**src/rtl/common_pkg.sv**
```systemverilog
// Shared Wishbone sizing and the SPI command opcode set for the SPI-to-Wishbone master.
package common_pkg;

    localparam int WB_ADDR_WIDTH = 20;
    localparam int DATA_WIDTH    = 8;

    typedef enum logic [3:0] {
        READ_AT    = 4'h4,
        READ_NEXT  = 4'h5,
        WRITE_AT   = 4'h8,
        WRITE_NEXT = 4'h9
    } spi_opcode_t;

endpackage

```
**src/rtl/spi_cmd_wb_master_if.sv**
```systemverilog
// Wishbone B4 pipelined single-master bus bundle.
interface spi_cmd_wb_master_if #(
    parameter int AW = common_pkg::WB_ADDR_WIDTH,
    parameter int DW = common_pkg::DATA_WIDTH
);
    logic [AW-1:0] addr;
    logic [DW-1:0] wdata;
    logic [DW-1:0] rdata;
    logic          we;
    logic          cyc;
    logic          stb;
    logic          stall;
    logic          ack;

    modport master (
        output addr, wdata, we, cyc, stb,
        input  rdata, stall, ack
    );

    modport slave (
        input  addr, wdata, we, cyc, stb,
        output rdata, stall, ack
    );
endinterface

```
**src/rtl/spi_cmd_wb_master.sv**
```systemverilog
// Parses SPI host command bytes and issues single Wishbone reads/writes; one FSM does both.
// Optional bus timeout is compiled in with `define SPI_WB_TIMEOUT_EN.
module spi_cmd_wb_master
    import common_pkg::*;
#(
    parameter int ADDR_WIDTH = WB_ADDR_WIDTH
`ifdef SPI_WB_TIMEOUT_EN
    , parameter int TIMEOUT_CYCLES = 255
`endif
) (
    input  logic                  wb_clock_i,
    input  logic                  wb_reset_i,
    input  logic                  rx_start_i,
    input  logic                  rx_valid_i,
    input  logic [7:0]            rx_data_i,
    output logic [DATA_WIDTH-1:0] tx_data_o,
    output logic                  busy_o,
    output logic                  overrun_o,
    output logic                  err_o,
    spi_cmd_wb_master_if.master   wb
);

    typedef enum logic [2:0] {
        S_IDLE,
        S_CMD_DONE,
        S_ADDR_HI,
        S_DATA,
        S_ISSUE,
        S_WAIT_ACK,
        S_DISCARD
    } state_t;

    state_t                  state_q, state_d, parse_st;
    logic [ADDR_WIDTH-1:0]   addr_q, addr_d;
    logic [ADDR_WIDTH-1:0]   cur_q, cur_d;
    logic [ADDR_WIDTH-1:0]   addr_inc;
    logic [19:0]             cur_ext;
    logic                    we_q, we_d;
    logic [DATA_WIDTH-1:0]   wdata_q, wdata_d;
    logic [DATA_WIDTH-1:0]   tx_q, tx_d;
    logic                    err_q, err_d;
    logic                    overrun_q;
    logic                    busy;
    logic                    tmo_hit;

    assign busy     = (state_q == S_ISSUE) || (state_q == S_WAIT_ACK);
    assign addr_inc = addr_q + ADDR_WIDTH'(1);

`ifdef SPI_WB_TIMEOUT_EN
    localparam int TW = $clog2(TIMEOUT_CYCLES + 1);
    logic [TW-1:0] tmo_q;

    always_ff @(posedge wb_clock_i) begin
        if (wb_reset_i || !busy) begin
            tmo_q <= '0;
        end else begin
            tmo_q <= tmo_q + TW'(1);
        end
    end

    // Last cycle of the allowed window with still no ack: abandon the cycle.
    assign tmo_hit = busy && !wb.ack && (tmo_q == TW'(TIMEOUT_CYCLES - 1));
`else
    assign tmo_hit = 1'b0;
`endif

    // NOTE: every variable gets its default first so no path leaves it unassigned (no latch).
    always_comb begin
        state_d  = state_q;
        cur_ext  = 20'(cur_q);
        addr_d   = addr_q;
        we_d     = we_q;
        wdata_d  = wdata_q;
        tx_d     = tx_q;
        err_d    = err_q;
        parse_st = rx_start_i ? S_IDLE : state_q;

        if (rx_start_i) begin
            err_d = 1'b0;
        end

        case (state_q)
            S_ISSUE: begin
                if (!wb.stall) begin
                    if (wb.ack) begin
                        state_d = S_IDLE;
                        addr_d  = cur_q;
                        if (!we_q) tx_d = wb.rdata;
                    end else begin
                        state_d = S_WAIT_ACK;
                    end
                end
            end
            S_WAIT_ACK: begin
                if (wb.ack) begin
                    state_d = S_IDLE;
                    addr_d  = cur_q;
                    if (!we_q) tx_d = wb.rdata;
                end
            end
            default: begin
                // A frame start aborts parsing; a byte in the same cycle is the new command.
                state_d = parse_st;
                if (rx_valid_i) begin
                    case (parse_st)
                        S_IDLE: begin
                            case (spi_opcode_t'(rx_data_i[7:4]))
                                READ_AT: begin
                                    we_d    = 1'b0;
                                    cur_ext = {rx_data_i[3:0], 16'h0000};
                                    state_d = S_CMD_DONE;
                                end
                                WRITE_AT: begin
                                    we_d    = 1'b1;
                                    cur_ext = {rx_data_i[3:0], 16'h0000};
                                    state_d = S_CMD_DONE;
                                end
                                READ_NEXT: begin
                                    we_d    = 1'b0;
                                    cur_ext = 20'(addr_inc);
                                    state_d = S_ISSUE;
                                end
                                WRITE_NEXT: begin
                                    we_d    = 1'b1;
                                    cur_ext = 20'(addr_inc);
                                    state_d = S_DATA;
                                end
                                default: state_d = S_DISCARD;
                            endcase
                        end
                        S_CMD_DONE: begin
                            cur_ext[15:8] = rx_data_i;
                            state_d       = S_ADDR_HI;
                        end
                        S_ADDR_HI: begin
                            cur_ext[7:0] = rx_data_i;
                            state_d      = we_q ? S_DATA : S_ISSUE;
                        end
                        S_DATA: begin
                            wdata_d = rx_data_i;
                            state_d = S_ISSUE;
                        end
                        default: ;
                    endcase
                end
            end
        endcase

        if (tmo_hit) begin
            state_d = S_IDLE;
            err_d   = 1'b1;
        end

        cur_d = cur_ext[ADDR_WIDTH-1:0];
    end

    // NOTE: sequential state uses non-blocking assignments only, so all registers update together.
    always_ff @(posedge wb_clock_i) begin
        if (wb_reset_i) begin
            state_q   <= S_IDLE;
            addr_q    <= '0;
            cur_q     <= '0;
            we_q      <= 1'b0;
            wdata_q   <= '0;
            tx_q      <= '0;
            err_q     <= 1'b0;
            overrun_q <= 1'b0;
        end else begin
            state_q   <= state_d;
            addr_q    <= addr_d;
            cur_q     <= cur_d;
            we_q      <= we_d;
            wdata_q   <= wdata_d;
            tx_q      <= tx_d;
            err_q     <= err_d;
            overrun_q <= busy && rx_valid_i;
        end
    end

    assign wb.addr   = cur_q;
    assign wb.wdata  = wdata_q;
    assign wb.we     = we_q;
    assign wb.cyc    = busy;
    assign wb.stb    = (state_q == S_ISSUE);
    assign tx_data_o = tx_q;
    assign busy_o    = busy;
    assign overrun_o = overrun_q;
    assign err_o     = err_q;

endmodule
```
**src/flat_wrapper.sv**
```systemverilog
// flat-port wrapper written by rule: the top's interface ports become plain ports
module spi_cmd_wb_master_flat import common_pkg::*;
#(
    parameter int ADDR_WIDTH = WB_ADDR_WIDTH

)
  (wb_clock_i, wb_reset_i, rx_start_i, rx_valid_i, rx_data_i, tx_data_o, busy_o, overrun_o, err_o, wb_addr, wb_wdata, wb_we, wb_cyc, wb_stb, wb_rdata, wb_stall, wb_ack);
  spi_cmd_wb_master_if wb_i ();
  input  logic wb_clock_i;
  input  logic wb_reset_i;
  input  logic rx_start_i;
  input  logic rx_valid_i;
  input  logic [7:0] rx_data_i;
  output logic [DATA_WIDTH-1:0] tx_data_o;
  output logic busy_o;
  output logic overrun_o;
  output logic err_o;
  output wire logic [$bits(wb_i.addr)-1:0] wb_addr;
  output wire logic [$bits(wb_i.wdata)-1:0] wb_wdata;
  output wire logic [$bits(wb_i.we)-1:0] wb_we;
  output wire logic [$bits(wb_i.cyc)-1:0] wb_cyc;
  output wire logic [$bits(wb_i.stb)-1:0] wb_stb;
  input wire logic [$bits(wb_i.rdata)-1:0] wb_rdata;
  input wire logic [$bits(wb_i.stall)-1:0] wb_stall;
  input wire logic [$bits(wb_i.ack)-1:0] wb_ack;
  assign wb_addr = wb_i.addr;
  assign wb_wdata = wb_i.wdata;
  assign wb_we = wb_i.we;
  assign wb_cyc = wb_i.cyc;
  assign wb_stb = wb_i.stb;
  assign wb_i.rdata = wb_rdata;
  assign wb_i.stall = wb_stall;
  assign wb_i.ack = wb_ack;
  spi_cmd_wb_master #(.ADDR_WIDTH(ADDR_WIDTH)) u_core (.wb_clock_i(wb_clock_i), .wb_reset_i(wb_reset_i), .rx_start_i(rx_start_i), .rx_valid_i(rx_valid_i), .rx_data_i(rx_data_i), .tx_data_o(tx_data_o), .busy_o(busy_o), .overrun_o(overrun_o), .err_o(err_o), .wb(wb_i));
endmodule
```
**config.mk**
```make
export PLATFORM = sky130hd
export DESIGN_NAME = spi_cmd_wb_master_flat
export DESIGN_NICKNAME = d
export VERILOG_FILES = /design/src/rtl/common_pkg.sv /design/src/rtl/spi_cmd_wb_master_if.sv /design/src/rtl/spi_cmd_wb_master.sv /design/src/flat_wrapper.sv
export SDC_FILE = /design/constraint.sdc
export NUM_CORES = 1
export LEC_CHECK = 0
export ABC_AREA = 1
export ABC_CLOCK_PERIOD_IN_PS = 2600
export CAP_MARGIN = 30
export CORE_ASPECT_RATIO = 0.9
export CORE_MARGIN = 2
export CORE_UTILIZATION = 31
export CTS_CLUSTER_DIAMETER = 200
export CTS_CLUSTER_SIZE = 16
export DETAILED_ROUTE_END_ITERATION = 12
export GPL_TIMING_DRIVEN = 0
export MAX_ROUTING_LAYER = met4
export SLEW_MARGIN = 20
export SYNTH_ARGS = -nofsm -noshare
export SYNTH_HDL_FRONTEND = slang
export SYNTH_SLANG_ARGS = --single-unit
```
**constraint.sdc**
```tcl
create_clock -name wb_clock_i -period 2.6 [get_ports wb_clock_i]
set_clock_uncertainty 0.2 [all_clocks]
set_input_delay 0.52 -clock wb_clock_i [delete_from_list [all_inputs] [get_ports wb_clock_i]]
set_output_delay 0.52 -clock wb_clock_i [all_outputs]
set_load 0.02 [all_outputs]
```
==> results of run 1 <==
## power groups by stage
stage | clock network [uW] | logic [uW] | registers [uW]
finish | 737 | 525 | 1070
global route | 805 | 576 | 1080
CTS | 757 | 526 | 1070
detailed placement | 0 | 524 | 1090
global placement | 0 | 519 | 1090
floorplan | 0 | 271 | 1120
## worst min path at each step
stage,cells past startpoint,slack [ns],end
6_report,2,0.26,u_core.tx_data_o[0]
5_1_grt,2,0.29,u_core.tx_data_o[0]
4_1_cts,2,0.26,u_core.tx_data_o[0]
3_5_place_dp,2,0.25,u_core.tx_data_o[0]
3_3_place_gp,2,0.25,u_core.tx_data_o[7]
2_1_floorplan,2,0.24,u_core.addr_q[19]
## synth_stat cells (2+ instances only)
| cell | count |
|---|---|
| inv_1 | 34 |
| nor3_1 | 4 |
| clkbuf_1 | 5 |
| nand3_2 | 2 |
| inv_2 | 6 |
| buf_4 | 3 |
| nand2_4 | 2 |
| o21ai_0 | 43 |
| a22oi_1 | 4 |
| nand3_1 | 29 |
| nand2_2 | 6 |
| nand4_1 | 2 |
| buf_2 | 2 |
| o21bai_1 | 2 |
| nor2_4 | 4 |
| buf_1 | 2 |
| dfxtp_1 | 61 |
| nor2_2 | 2 |
| nor2_1 | 72 |
| xor2_1 | 3 |
| a21oi_1 | 63 |
| buf_6 | 5 |
| nand2_1 | 83 |
| o21ai_1 | 3 |
| nor3_4 | 3 |
## cell type report
cell class | instances | area, um2
clock buffer | 13 | 149
buffer | 17 | 115
timing repair buffer | 62 | 623
multi-input combinational | 334 | 1620
clock inverter | 2 | 10.0
sequential | 61 | 1220
tap | 126 | 158
fill | 1056 | 5660
inverter | 40 | 150
## per-layer routing
layer	vias up	global-route usage
met1	1448	0.266
li1	1625	-
met2	91	0.281
met5	-	-
met3	10	0.0509
met4	0	0.0409
## cell families after synthesis
kind of cell,after synthesis,synth area share
buffers and inverters,57,0.0855
AND/OR/NAND/NOR,211,0.309
AO/OA/AOI/OAI,118,0.198
other,1,0.00121
flip-flops,61,0.394
adder cells (fa/ha/maj),1,0.00403
XOR/XNOR,3,0.00847
## metrics by stage
stage	std cells	utilization	TNS, ns	cell area [um2]	hold WS, ns
after CTS	655	0.416	0	4040	0.263
after global placement	640	0.400	-0.377	3880	0.247
after floorplan	452	-	0	3100	0.245
after detailed placement	640	0.400	-0.124	3880	0.253
after global routing	655	0.417	0	4040	0.288
final	655	0.417	0	4040	0.261
## sequential cells by signal, indices dropped and copies added, names as in the netlist
register / cells
u_core.addr_q: 20
u_core.overrun_o: 1
u_core.state_q: 3
u_core.tx_data_o: 8
u_core.wb.addr: 20
u_core.wb.wdata: 8
u_core.wb.we: 1
## tightest hold or removal path, stage by stage (launching register included)
cell	delay [ns]
dfxtp_1	0.31
nand2_1	0.06
a21oi_1	0.05
## timing repair
action / CTS / global route
endpoints found under the hold margin: 0 / 0
setup endpoints to repair: 0 / 1
buffers inserted: 0 / 0
resized for setup: 0 / 1
==> impl_metrics.tcl, run 1 <==
set metrics [dict create \
    die_y_um 98.9 \
    synth.largest_area_cell "dfxtp_1" \
    critPathMaxStageDelay_ns 0.59 \
    wl_per_cell_um 14.8 \
    r2r_cells 10 \
    grt_pass1_vias 3039 \
    cts-root-buf "clkbuf_8" \
    layout_min_cycle_time_ns 2.47 \
    slew_viol_final 0 \
    yosysWarnings 0 \
    crit_path_top_delay_cell "clkdlybuf4s50_1" \
    cts_buffers 9 \
    grt_remaining_overflow 0 \
    wirelength_met1_um 4920 \
    drt.antenna.violating_nets 0 \
    setup_viol 0 \
    wl_met3_um 519 \
    synth_nets 475 \
    io_pins 64 \
    grt_use_total 0.192 \
    rows 34 \
    power.internal_uw 1580 \
    critPathMaxFanout 6 \
    critPathLaunchType "flip-flop" \
    peakVddDrop_v 0.000269 \
    placeableCoreArea_mm2 0.00970 \
    period_share 0.952 \
    comb_power_share 0.225 \
    r2r-start "u_core.addr_q[0]" \
    power_uw 2330 \
    timing.rr.end "u_core.wb.addr[16]" \
    clkPwrFrac 0.316 \
    p_sw_uw 748 \
    grt_max_degree 11 \
    powerDensity_mw_per_mm2 577 \
    synth_flop_cell "dfxtp_1" \
    hold_start "u_core.tx_data_o[0]" \
    path_cells "buf_6, inv_2, nor2_4, buf_4, clkdlybuf4s50_1" \
    worst_slack_ns 0.126 \
    final_cell_mix "83 x nand2_1, 72 x nor2_1, 63 x a21oi_1, 61 x clkdlybuf4s50_1, 61 x dfxtp_1" \
    outcome "finished clean" \
    first_pass_iters 5 \
    worst-endpoint-required_ns 1.88 \
    syn_area_per_cell_um2 6.86 \
    worstMarginPinSlew_ns 0.600 \
    routabilityCongestion 0.916 \
    layout-drive-gt1-share 0.0907 \
    path_class "reg2out" \
    routed_wl_um 9690 \
    synth.cell_area_mm2 0.00310 \
    drt_iter0_markers 238 \
    dp_hpwl_um 7270 \
    synth-seq-cells 61 \
    chipWidth_um 109 \
    path_clk_slew_ns 0.07 \
    ys_seq_area_frac 0.394 \
    critical_path.top_delay_family "buffers and inverters" \
    via_per_inst 4.85 \
    wl_met2_um 4150 \
    n_antenna_cell 0 \
    top_layer_used "met4" \
    placement.io_buffers 62 \
    htreeDepth 3 \
    vias 3174 \
    drc 0 \
    initial_core_util 0.320 \
    final_hold_viol_count 0 \
    cap_violations 0 \
    cp_num_cells 5 \
    cp-endpoint "wb_cyc" \
    insertion_delay_ns 0.34 \
    rsz0062_at_grt "false" \
    relSlewSlack 0.600 \
    die-area_mm2 0.0108 \
    synth_cell_types 32 \
    numClockSinks 61 \
    antenna_found_initial 0 \
    mostFrequentLayoutCell "nand2_1" \
    netlist_instances 452 \
    holdCritPathClass "reg2reg" \
    place_ws_ns -0.0377 \
    area_growth_pct 30.3 \
    p_leak_uw 0.00146 \
    hold_buffers 0 \
    reg2reg_slack_ns 0.49 \
    switching_share 0.321 \
    cp.arrival_ns 1.75 \
    yosysTopAreaCellShare 0.394 \
    synth-edff-count 0 \
    async_flop_share 0 \
    path_buf_inv 4 \
    clockBufferDepth 2 \
    synth_area_leaders "dfxtp_1 39%, a21oi_1 10%, nand2_1 10%" \
    cts_tree "yes" \
    startpoint "u_core.state_q[2]" \
    cp-end-kind "primary output" \
    max_freq_mhz 404 \
    seq_power_share 0.459 \
    grt_pass1_wl_um 15500 \
    fin_nets 548 \
]
Power figures use the tool's default switching activity.
==> run 2, diff against run 1 <==
--- a/config.mk
+++ b/config.mk
@@ -10,12 +10,13 @@
 export CAP_MARGIN = 30
 export CORE_ASPECT_RATIO = 0.9
 export CORE_MARGIN = 2
-export CORE_UTILIZATION = 31
+export CORE_UTILIZATION = 55
 export CTS_CLUSTER_DIAMETER = 200
 export CTS_CLUSTER_SIZE = 16
 export DETAILED_ROUTE_END_ITERATION = 12
 export GPL_TIMING_DRIVEN = 0
 export MAX_ROUTING_LAYER = met4
+export PLACE_DENSITY = 0.85
 export SLEW_MARGIN = 20
 export SYNTH_ARGS = -nofsm -noshare
 export SYNTH_HDL_FRONTEND = slang
==> run 2 against run 1 <==
  * Non-clock buffer count stayed put
  * Critical path depth is the same
  * Die area fell by 42%
  * Critical path type unchanged
  * Combinational power barely moved
  * Worst hold slack better by 0.0016 ns
  * Sequential cell count unchanged
  * Sequential share of layout area is 0.56 points higher
  * Final area decreased by 1.8%
==> impl_metrics.tcl, run 2 (synthesis results as in run 1) <==
set metrics [dict create \
    holdCritPathClass "reg2reg" \
    dp_hpwl_um 7010 \
    critPathLaunchType "flip-flop" \
    routed_wl_um 9300 \
    r2r_cells 10 \
    relSlewSlack 0.638 \
    chipWidth_um 83.2 \
    rsz0062_at_grt "false" \
    final_cell_mix "83 x nand2_1, 72 x nor2_1, 63 x a21oi_1, 61 x clkdlybuf4s50_1, 61 x dfxtp_1" \
    worst_slack_ns 0.121 \
    peakVddDrop_v 0.000528 \
    n_antenna_cell 0 \
    place_ws_ns -0.0404 \
    final_hold_viol_count 0 \
    rows 25 \
    mostFrequentLayoutCell "nand2_1" \
    grt_pass1_wl_um 15000 \
    fin_nets 548 \
    path_cells "buf_6, inv_2, nor2_4, buf_4, clkdlybuf4s50_1" \
    finalCoreUtilization 0.742 \
    placeableCoreArea_mm2 0.00535 \
    stdcell_area_mm2 0.00397 \
    grt_remaining_overflow 0 \
    timing.rr.end "u_core.wb.addr[16]" \
    powerDensity_mw_per_mm2 583 \
    numClockSinks 61 \
    crit_path_top_delay_cell "clkdlybuf4s50_1" \
    critPathMaxFanout 6 \
    startpoint "u_core.state_q[2]" \
    die-area_mm2 0.00626 \
    cp.arrival_ns 1.76 \
    path_clk_slew_ns 0.06 \
    routabilityCongestion 0.979 \
    max_freq_mhz 403 \
    layout-drive-gt1-share 0.0907 \
    grt_max_degree 11 \
    path_class "reg2out" \
    period_share 0.953 \
    htreeDepth 3 \
    reg2reg_slack_ns 0.34 \
    cap_violations 0 \
    worstMarginPinSlew_ns 0.542 \
    wl_per_cell_um 15.6 \
    worst-endpoint-required_ns 1.88 \
    critPathMaxStageDelay_ns 0.61 \
    n_fill_cell 455 \
    cp-end-kind "primary output" \
    fin_hold_ws_ns 0.262 \
    regArea_mm2 0.00122 \
    outcome "finished clean" \
    via_per_inst 5.63 \
    first_pass_iters 5 \
    dpl_cell_area_mm2 0.00381 \
    cts_buffers 9 \
    cts_tree "yes" \
    clockBufferDepth 2 \
    setup_viol 0 \
    insertion_delay_ns 0.35 \
    placement.io_buffers 62 \
    drt_iter0_markers 197 \
    antenna_found_initial 0 \
    slew_viol_final 0 \
    grt_use_total 0.320 \
    layout_min_cycle_time_ns 2.48 \
    drc 0 \
    multi_input_area_mm2 0.00162 \
    cts-root-buf "clkbuf_8" \
    vias 3357 \
    p_leak_uw 0.00146 \
    drt.antenna.violating_nets 0 \
    r2r-start "u_core.addr_q[0]" \
    grt_pass1_vias 3044 \
    die_y_um 75.2 \
    initial_core_util 0.580 \
    io_pins 64 \
    cp-endpoint "wb_cyc" \
    area_growth_pct 27.9 \
]
==> run 2: cell counts in the layout (fill, tap and decap cells not counted) <==
Identical to the previous run, type by type.
==> run 2: critical path, delay by kind of cell, from the launching register on <==
family        cells  cell delay [ns]
buf+inv           4             0.94
flops             1             0.32
simple gates      1             0.15
==> run 2: worst min-delay path by stage <==
stage / end / slack (ns) / from / depth (start not counted)
3_5_place_dp: u_core.tx_data_o[7] / 0.26 / u_core.tx_data_o[7] / 2
3_3_place_gp: u_core.tx_data_o[3] / 0.25 / u_core.tx_data_o[3] / 2
2_1_floorplan: u_core.addr_q[19] / 0.24 / u_core.addr_q[19] / 2
5_1_grt: u_core.tx_data_o[7] / 0.29 / u_core.tx_data_o[7] / 2
4_1_cts: u_core.wb.wdata[3] / 0.26 / u_core.wb.wdata[3] / 2
6_report: u_core.wb.wdata[0] / 0.26 / u_core.wb.wdata[0] / 2
==> run 2: layout make-up <==
| class | instances | share of cell area |
|---|---|---|
| well taps | 67 | 0.0211 |
| flip-flops and latches | 61 | 0.308 |
| repair buffers | 62 | 0.157 |
| clock inverters | 2 | 0.00252 |
| inverters | 40 | 0.0378 |
| multi-input cells | 334 | 0.407 |
| clock buffers | 13 | 0.0375 |
| plain buffers | 17 | 0.0290 |
==> run 2: through the flow <==
stage | setup TNS [ns] | power [uW] | cells
floorplan | 0 | 1390 | 452
global placement | -0.0329 | 1600 | 581
detailed placement | -0.0404 | 1610 | 581
CTS | 0 | 2310 | 596
global route | 0 | 2410 | 596
finish | 0 | 2310 | 596
==> run 2: routing by layer <==
layer | routed length (um) | global-route usage | share of wire
met1 | 4210 | 0.411 | 0.45
met2 | 4110 | 0.489 | 0.44
met3 | 752 | 0.0866 | 0.081
met4 | 231 | 0.117 | 0.025
met5 | 0 | - | 0
==> run 2: power by group <==
part / internal (uW) / switching [uW]
combinational: 213 / 312
sequential: 1010 / 66.4
clock: 364 / 351
==> run 2: repair_timing <==
action                     in CTS  in global routing
hold endpoints to repair        0                  0
buffers inserted                0                  0
hold buffers                    0                  0
setup endpoints to repair       0                  1
resized for setup               0                  1
